**config.mk**
```make
export PLATFORM = sky130hd
export DESIGN_NAME = black_box_sequence_generator
export DESIGN_NICKNAME = d
export VERILOG_FILES = /design/src/rtl/black_box_sequence_generator.sv
export SDC_FILE = /design/constraint.sdc
export NUM_CORES = 1
export LEC_CHECK = 0
export CORE_MARGIN = 2
export CORE_UTILIZATION = 42
export DETAILED_ROUTE_END_ITERATION = 16
export PLACE_DENSITY = 0.7
export SLEW_MARGIN = 20
export SYNTH_ARGS = -nofsm -noshare
export SYNTH_HDL_FRONTEND = slang
export SYNTH_SLANG_ARGS = --single-unit
export TNS_END_PERCENT = 1
```
**constraint.sdc**
```tcl
create_clock -name clock -period 1.7 [get_ports clock]
set_input_delay 0.17 -clock clock [delete_from_list [all_inputs] [get_ports clock]]
set_output_delay 0.17 -clock clock [all_outputs]
set_load 0.1 [all_outputs]
```
**src/rtl/black_box_sequence_generator.sv**
```systemverilog
// WIDTH-bit expected-value accumulator: loads START, advances by STEP, wraps modulo 2^WIDTH.
module black_box_sequence_generator #(
    parameter int unsigned WIDTH = 16,
    parameter logic [63:0] START = 64'd0,
    parameter logic [63:0] STEP  = 64'd1
) (
    input  logic             clock,
    input  logic             reset,
    input  logic             load,
    input  logic             advance,
    output logic [WIDTH-1:0] value
);

    localparam logic [WIDTH-1:0] START_W = START[WIDTH-1:0];
    localparam logic [WIDTH-1:0] STEP_W  = STEP[WIDTH-1:0];

    logic [WIDTH-1:0] value_q;
    logic [WIDTH-1:0] value_d;

    always_comb begin
        value_d = value_q;
        if (load) begin
            value_d = START_W;
        end else if (advance) begin
            value_d = value_q + STEP_W;
        end
    end

    always_ff @(posedge clock or posedge reset) begin
        if (reset) begin
            value_q <= START_W;
        end else begin
            value_q <= value_d;
        end
    end

    assign value = value_q;

endmodule

```
# ---- Yosys cells after proc, flatten, opt, wreduce, memory -nomap -nowiden
# Cells that the tools add are included.
dict set report totals {
  reg_bits 16
  output_inout_bits 16
}
dict set report op_classes {
  n_reduce_logical 1
  mux 2
  n_addsub 1
}
# op n
set ops {}
lappend ops {{two-way mux 16 bit} 2}
lappend ops {{adder 16 x 1 -> 16 bit (second input constant)} 1}
lappend ops {{nonzero test 2 bit} 1}

# ---- Longest topological paths before layout
# Gate-level depths: netlist of the first run.
dict set report depth {
  depth_word 3
  ltp_mapped 5
  depth_no_buf 5
}

# ---- Least setup slack after synthesis of the first run
# No wires, ideal clock.
dict set report synth_timing {
  path_type {register -> register}
  startpoint {reg value_q[3], in the netlist value[3]}
  endpoint {reg value_q[15], in the netlist value[15]}
  path_stages_with_launch 5
  arrival_ps 2300
  setup_ps 77
  path_slack_ps -678
  path_cell_list {dfrtp_1 nand4_4 or4_4 or3_1 a21oi_1}
}
dict set report synth_via {
  elab_chain_cells 3
}
# element line_no
set synth_lines {}
lappend synth_lines {{start, declared} 17} ;# logic [WIDTH-1:0] value_q;
lappend synth_lines {{start signal, assigned} 33} ;# value_q <= value_d;
lappend synth_lines {{adder 16 x 1 -> 16 bit} 25} ;# value_d = value_q + STEP_W;
lappend synth_lines {{two-way mux 16 bit} 24} ;# end else if (advance) begin
lappend synth_lines {{two-way mux 16 bit} 22} ;# if (load) begin
# No other way between the ends. The select of a mux whose other input is x is not followed.
# A chain may end at the register's enable or synchronous reset.

# ---- Final worst setup path of the first run
dict set report layout_timing {
  startpoint {reg value_q[7], in the netlist value[7]}
  endpoint {reg value_q[15], in the netlist value[15]}
}
# Same word-level chain as after synthesis.

==> results of run 1 <==
[cell families after synthesis]
kind of cell	synth area share, %
buffers and inverters	3.559
AO/OA/AOI/OAI	5.572
XOR/XNOR	13.00
flip-flops	49.54
multiplexers	1.238
adder cells (fa/ha/maj)	1.548
AND/OR/NAND/NOR	25.54
[metrics by stage]
step | setup TNS (ns) | cell area (sq um) | hold slack, ns
finish | 0 | 1376 | 0.2384
global route | -0.008792 | 1376 | 0.2984
CTS | 0 | 1374 | 0.2530
detailed placement | -0.3484 | 1319 | 0.5741
global placement | -0.1852 | 1319 | 0.5410
floorplan | -0.2811 | 870.8 | 0.08394
[path summary, 6_finish.rpt]
path                       startpoint   endpoint  slack, ns  cells past startpoint
min reg2reg                 value[15]  value[15]       0.59                      2
max                          value[7]  value[15]       0.05                      4
max reg2reg                  value[7]  value[15]       0.05                      4
min in group clock          value[15]  value[15]       0.59                      2
max in group asynchronous       reset   value[1]       1.03                      2
min                             reset   value[8]       0.24                      2
[power by group through the flow]
stage	registers, mW	clock network (mW)	logic [mW]
after floorplan	0.442	0	0.0276
after global placement	0.409	0	0.103
after detailed placement	0.409	0	0.104
after CTS	0.396	0.263	0.117
after global routing	0.397	0.279	0.124
final	0.397	0.256	0.117
[cells in the mapped netlist]
cell,count
and4_1,1
or4_4,1
nand4_4,1
or3_1,2
nor3_1,4
dfrtp_1,16
nor4b_1,1
or4_1,1
nor2_1,13
xor2_1,4
nand2_1,4
buf_2,2
a21oi_1,3
o31ai_1,1
nand4_1,4
clkbuf_1,1
o211ai_1,1
nand3_1,3
ha_1,1
o21ai_0,3
mux2i_1,1
or2_0,1
and3_1,1
xnor2_1,8
inv_1,4
[cell type report]
cell class,instances,area share (%)
flip-flops and latches,16,32.73
clock buffers,4,2.636
multi-input cells,59,28.91
well taps,25,2.273
inverters,4,1.091
repair buffers,35,32.36
[cells in the final DEF (no fill, tap or decap), drive strengths merged]
| cell type | Yosys | layout |
|---|---|---|
| mux2i | 1 | 1 |
| nand4 | 5 | 5 |
| o211ai | 1 | 1 |
| and4 | 1 | 1 |
| or4 | 2 | 2 |
| and3 | 1 | 1 |
| o31ai | 1 | 1 |
| clkdlybuf4s50 | 0 | 3 |
| ha | 1 | 1 |
| inv | 4 | 4 |
| nand3 | 3 | 3 |
| nor2 | 13 | 13 |
| xnor2 | 8 | 8 |
| or3 | 2 | 2 |
| nor4b | 1 | 1 |
| xor2 | 4 | 4 |
| dfrtp | 16 | 16 |
| nor3 | 4 | 4 |
| a21oi | 3 | 3 |
| or2 | 1 | 1 |
| o21ai | 3 | 3 |
| clkbuf | 1 | 4 |
| buf | 2 | 32 |
| nand2 | 4 | 4 |
[metal layers]
layer	GRT usage [%]	routed length (um)
met1	23.67	861
met2	32.80	957
met3	5.283	65
met4	10.81	29
met5	0	0
[timing repair]
action	in CTS	in global routing
pin swaps	1	1
resized for setup	1	1
setup buffers	2	0
endpoints found under the setup margin	1	2
[critical path, cell delays in order (launching register included)]
cell	delay (ns)
dfrtp_4	0.42
nand4_1	0.16
or4_4	0.55
or3_1	0.33
a21oi_1	0.13
==> summary.txt, run 1 <==
FMAX -> 605.3 MHz
Die Ht -> 47.87 um
Multi-input gate area -> 397.9 sq um
Global-route wire length before repair -> 3084 um
Antenna violations before repair -> 0
N_diodes -> 0
Status -> finished clean
Routed vias -> 727
Pre-CTS setup slack -> -0.1496 ns
Syn Nets -> 87
Core box area -> 1764 sq um
Clk root buf -> clkbuf_4
Worst-margin pin slew -> 0.5904 ns
Max Root-Sink Buffers -> 2
# DRC -> 0
Min Clock Period, post-route -> 1.652 ns
Seq. cell area -> 450.4 sq um
Yosys reg bits -> 16
Crit. End Element -> register
Max reg flops -> 16
Internal Power -> 564.9 uW
Sw Pwr -> 204.9 uW
Setup crit start kind -> register
Clk_lat worst skew -> 0.29 ns
Clock-pin slew on the worst setup and hold paths -> 0.09 ns
Final WL -> 1913 um
Yosys top cell by area -> dfrtp_1
Post-Syn Instances -> 82
Mean Syn Cell Area -> 9.857 sq um
Yosys top cell area share -> 49.54%
Final HPWL DP -> 1412 um
Die Footprint -> 2292 sq um
Initial Utilization -> 45.82%
Finished Layout Cells -> 143
Final worst-path cycle share -> 97.18%
Wire per inst -> 13.38 um
Relative slew slack -> 60.60%
Clock skew -> 0.001526 ns
Area Overhead vs Synth -> 70.28%
GRT Util Overall -> 19.98%
Clock Power Share -> 33.3%
Ys Warns -> 0
Sequential fraction of design power -> 51.6%
Vias in the first global route -> 717
Worst-case vdd ir drop -> 0.5593 mV
DR pass1 iterations -> 4
Top post-synthesis cells by area -> dfrtp_1 50%, xnor2_1 8.7%, nor2_1 6.0%
Total CTS buffers -> 3
CP Data Required Time -> 1.92 ns
Mapped Area -> 808.3 sq um
Total design power -> 769.8 uW
Die width -> 47.87 um
Switch share -> 26.62%
Clk sinks -> 16
Num rows -> 15
Hold_buf cts -> 0
Final Util -> 78.01%
Total congestion overflow -> 0
WS Path Type -> register to register
Final Max Tran Viols -> 0
Final Setup Violations -> 0
Worst hold path type -> primary input to async pin
WP data arrival -> 1.88 ns
Leakage -> 0.5437 nW
Crit Path Max Fanout -> 3
Vias per cell -> 5.084
CTS tree -> built
PortBufs -> 19
Placed cells -> 137
Final worst slack -> 0.04795 ns
RSZ-0062 raised after global routing -> true
Netlist cell types -> 25
Ratio of cells with drive above 1 in the final layout -> 46.61%
Register area share after synthesis -> 49.54%
H-tree depth -> 1
# IOs -> 20
Comb power frac -> 15.2%
Gpl congestion -> 0.8111
Power per Cell Area -> 559.3 nW/um^2
Number of max-cap violations -> 0
Hold Fails Final Rpt -> 0
Fill cells -> 120
DRT antenna net count -> 0
Starting DRT DRC Count -> 6
Largest net degree at the start of global routing -> 17
Final Net Count -> 124
Power figures use the tool's default switching activity.
==> run 2: changes to the inputs <==
--- a/config.mk
+++ b/config.mk
@@ -5,8 +5,10 @@
 export SDC_FILE = /design/constraint.sdc
 export NUM_CORES = 1
 export LEC_CHECK = 0
+export CELL_PAD_IN_SITES_DETAIL_PLACEMENT = 1
+export CELL_PAD_IN_SITES_GLOBAL_PLACEMENT = 1
 export CORE_MARGIN = 2
-export CORE_UTILIZATION = 42
+export CORE_UTILIZATION = 32
 export DETAILED_ROUTE_END_ITERATION = 16
 export PLACE_DENSITY = 0.7
 export SLEW_MARGIN = 20
==> run 2 against run 1 <==
  * Cell count is 3.5% higher
  * Cell area is 0.55% higher
  * Sequential share of layout area is 0.18 points lower
  * Clock power is 2% lower
  * Combinational power is 6% lower
  * Power is 1.1% lower
  * Clock skew is 0.0068 ns higher
  * Non-clock buffer count stayed put
  * Sequential power hardly changed
  * Register-to-register slack worse by 0.03 ns
  * Clock-buffer cell count stayed put
  * Largest cell class unchanged
  * Highest routed layer unchanged
==> summary.txt, run 2 (same netlist as run 1, synthesis figures left out) <==
Status -> finished clean
DR pass1 iterations -> 3
Final setup TNS -> 0 ns
N_diodes -> 0
Starting DRT DRC Count -> 3
Total CTS buffers -> 3
WS Path Type -> register to register
Min Clock Period, post-route -> 1.683 ns
Routed vias -> 742
Final HPWL DP -> 1714 um
Worst hold path type -> primary input to async pin
Worst-margin pin slew -> 0.6213 ns
Final Net Count -> 124
Critical R2R Launch -> value[0]
Hold_buf cts -> 0
Crit. End Element -> register
R2r endpoint -> value[12]
Ratio of cells with drive above 1 in the final layout -> 46.61%
Final Setup Violations -> 0
Largest net degree at the start of global routing -> 17
Initial Utilization -> 33.23%
Reg2Reg Depth -> 6
Leakage -> 0.5415 nW
Crit Path Max Fanout -> 5
Max Root-Sink Buffers -> 2
WP data arrival -> 1.90 ns
# IOs -> 20
Clk sinks -> 16
Vias in the first global route -> 771
Antenna violations before repair -> 0
CP cell instances -> ha_4 -> o21ai_1 -> or2_1 -> buf_4 -> or3_1 -> a21oi_1
Vias per cell -> 5.014
Gpl congestion -> 0.8123
Core box area -> 2432 sq um
GRT Util Overall -> 17.71%
PortBufs -> 19
H-tree depth -> 1
Hold Fails Final Rpt -> 0
Final WL -> 2353 um
Die width -> 54.26 um
Setup crit start kind -> register
Slowest stage delay, CP -> 0.48 ns
Clock-pin slew on the worst setup and hold paths -> 0.10 ns
Die Ht -> 54.26 um
Pre-CTS setup slack -> -0.1876 ns
FMAX -> 594.2 MHz
Clk_lat worst skew -> 0.29 ns
Num rows -> 18
Max reg flops -> 16
FF-to-FF setup slack -> 0.02 ns
Global-route wire length before repair -> 3581 um
Clock skew -> 0.008294 ns
Finished Layout Cells -> 148
# DRC -> 0
Final worst-path cycle share -> 98.99%
Worst-case vdd ir drop -> 0.5129 mV
Relative slew slack -> 58.53%
Total congestion overflow -> 0
RSZ-0062 raised after global routing -> true
Area Overhead vs Synth -> 71.21%
Final worst slack -> 0.01709 ns
Crit path max-delay cell type -> dfrtp_4
Most common cell after layout, fill and taps aside -> buf_4
Die Footprint -> 2944 sq um
Placed cells -> 140
Min Hold Slack -> 0.2461 ns
CP Data Required Time -> 1.92 ns
CTS tree -> built
Number of max-cap violations -> 0
Wire per inst -> 15.90 um
Final Max Tran Viols -> 0
DRT antenna net count -> 0
Final Util -> 56.89%
Power per Cell Area -> 550.2 nW/um^2
Most frequent cells in the layout -> 18 x buf_4, 14 x buf_12, 13 x nor2_1, 13 x dfrtp_4, 8 x xnor2_1
Clk root buf -> clkbuf_4
==> run 2: repair_timing <==
| item | 4_1_cts | 5_1_grt |
|---|---|---|
| buffers inserted | 0 | 4 |
| endpoints found under the hold margin | 0 | 0 |
| endpoints found under the setup margin | 0 | 2 |
| gates resized for setup | 0 | 2 |
==> run 2: final cells by class <==
cell class                      count  area, sq um
Clock buffer                        4        36.28
Fill cell                         258         1049
Inverter                            4        15.01
Multi-Input combinational cell     59        399.1
Sequential cell                    16        450.4
Tap cell                           30        37.54
Timing Repair Buffer               35        445.4
==> run 2: worst max-delay path by stage <==
stage,from,end,slack [ns],cells past startpoint
after floorplan,value[7],value[15],-0.14,4
after global placement,load,value[15],-0.15,5
after detailed placement,load,value[15],-0.19,5
after CTS,value[1],value[14],0.01,5
after global routing,value[0],value[12],-0.03,6
final,value[0],value[12],0.02,6
==> run 2: power by group <==
part / internal [mW] / switching (mW)
registers: 0.388 / 0.0116
clock network: 0.131 / 0.121
logic: 0.0430 / 0.0674
total: 0.562 / 0.200
==> run 2: per-layer routing <==
layer	track usage (%)	wire, um	vias to the layer above
met4	7.917	49	0
met3	4.918	63	4
met1	19.76	993	372
met5	0	0	-
li1	-	-	353
met2	31.12	1246	13
==> run 2: stage by stage <==
stage | cell area (sq um) | total power [mW]
4_1_cts | 1346 | 0.7737
2_1_floorplan | 870.8 | 0.4692
3_3_place_gp | 1310 | 0.5140
5_1_grt | 1384 | 0.8016
3_5_place_dp | 1310 | 0.5151
6_report | 1384 | 0.7614
==> run 2: critical path, delay by kind of cell (launching register included) <==
| kind | cells | cell delay [ns] |
|---|---|---|
| adders and majority gates | 1 | 0.16 |
| DFF | 1 | 0.48 |
| AOI/OAI and AO/OA | 2 | 0.22 |
| buffers and inverters | 1 | 0.15 |
| and+or+nand+nor | 2 | 0.61 |
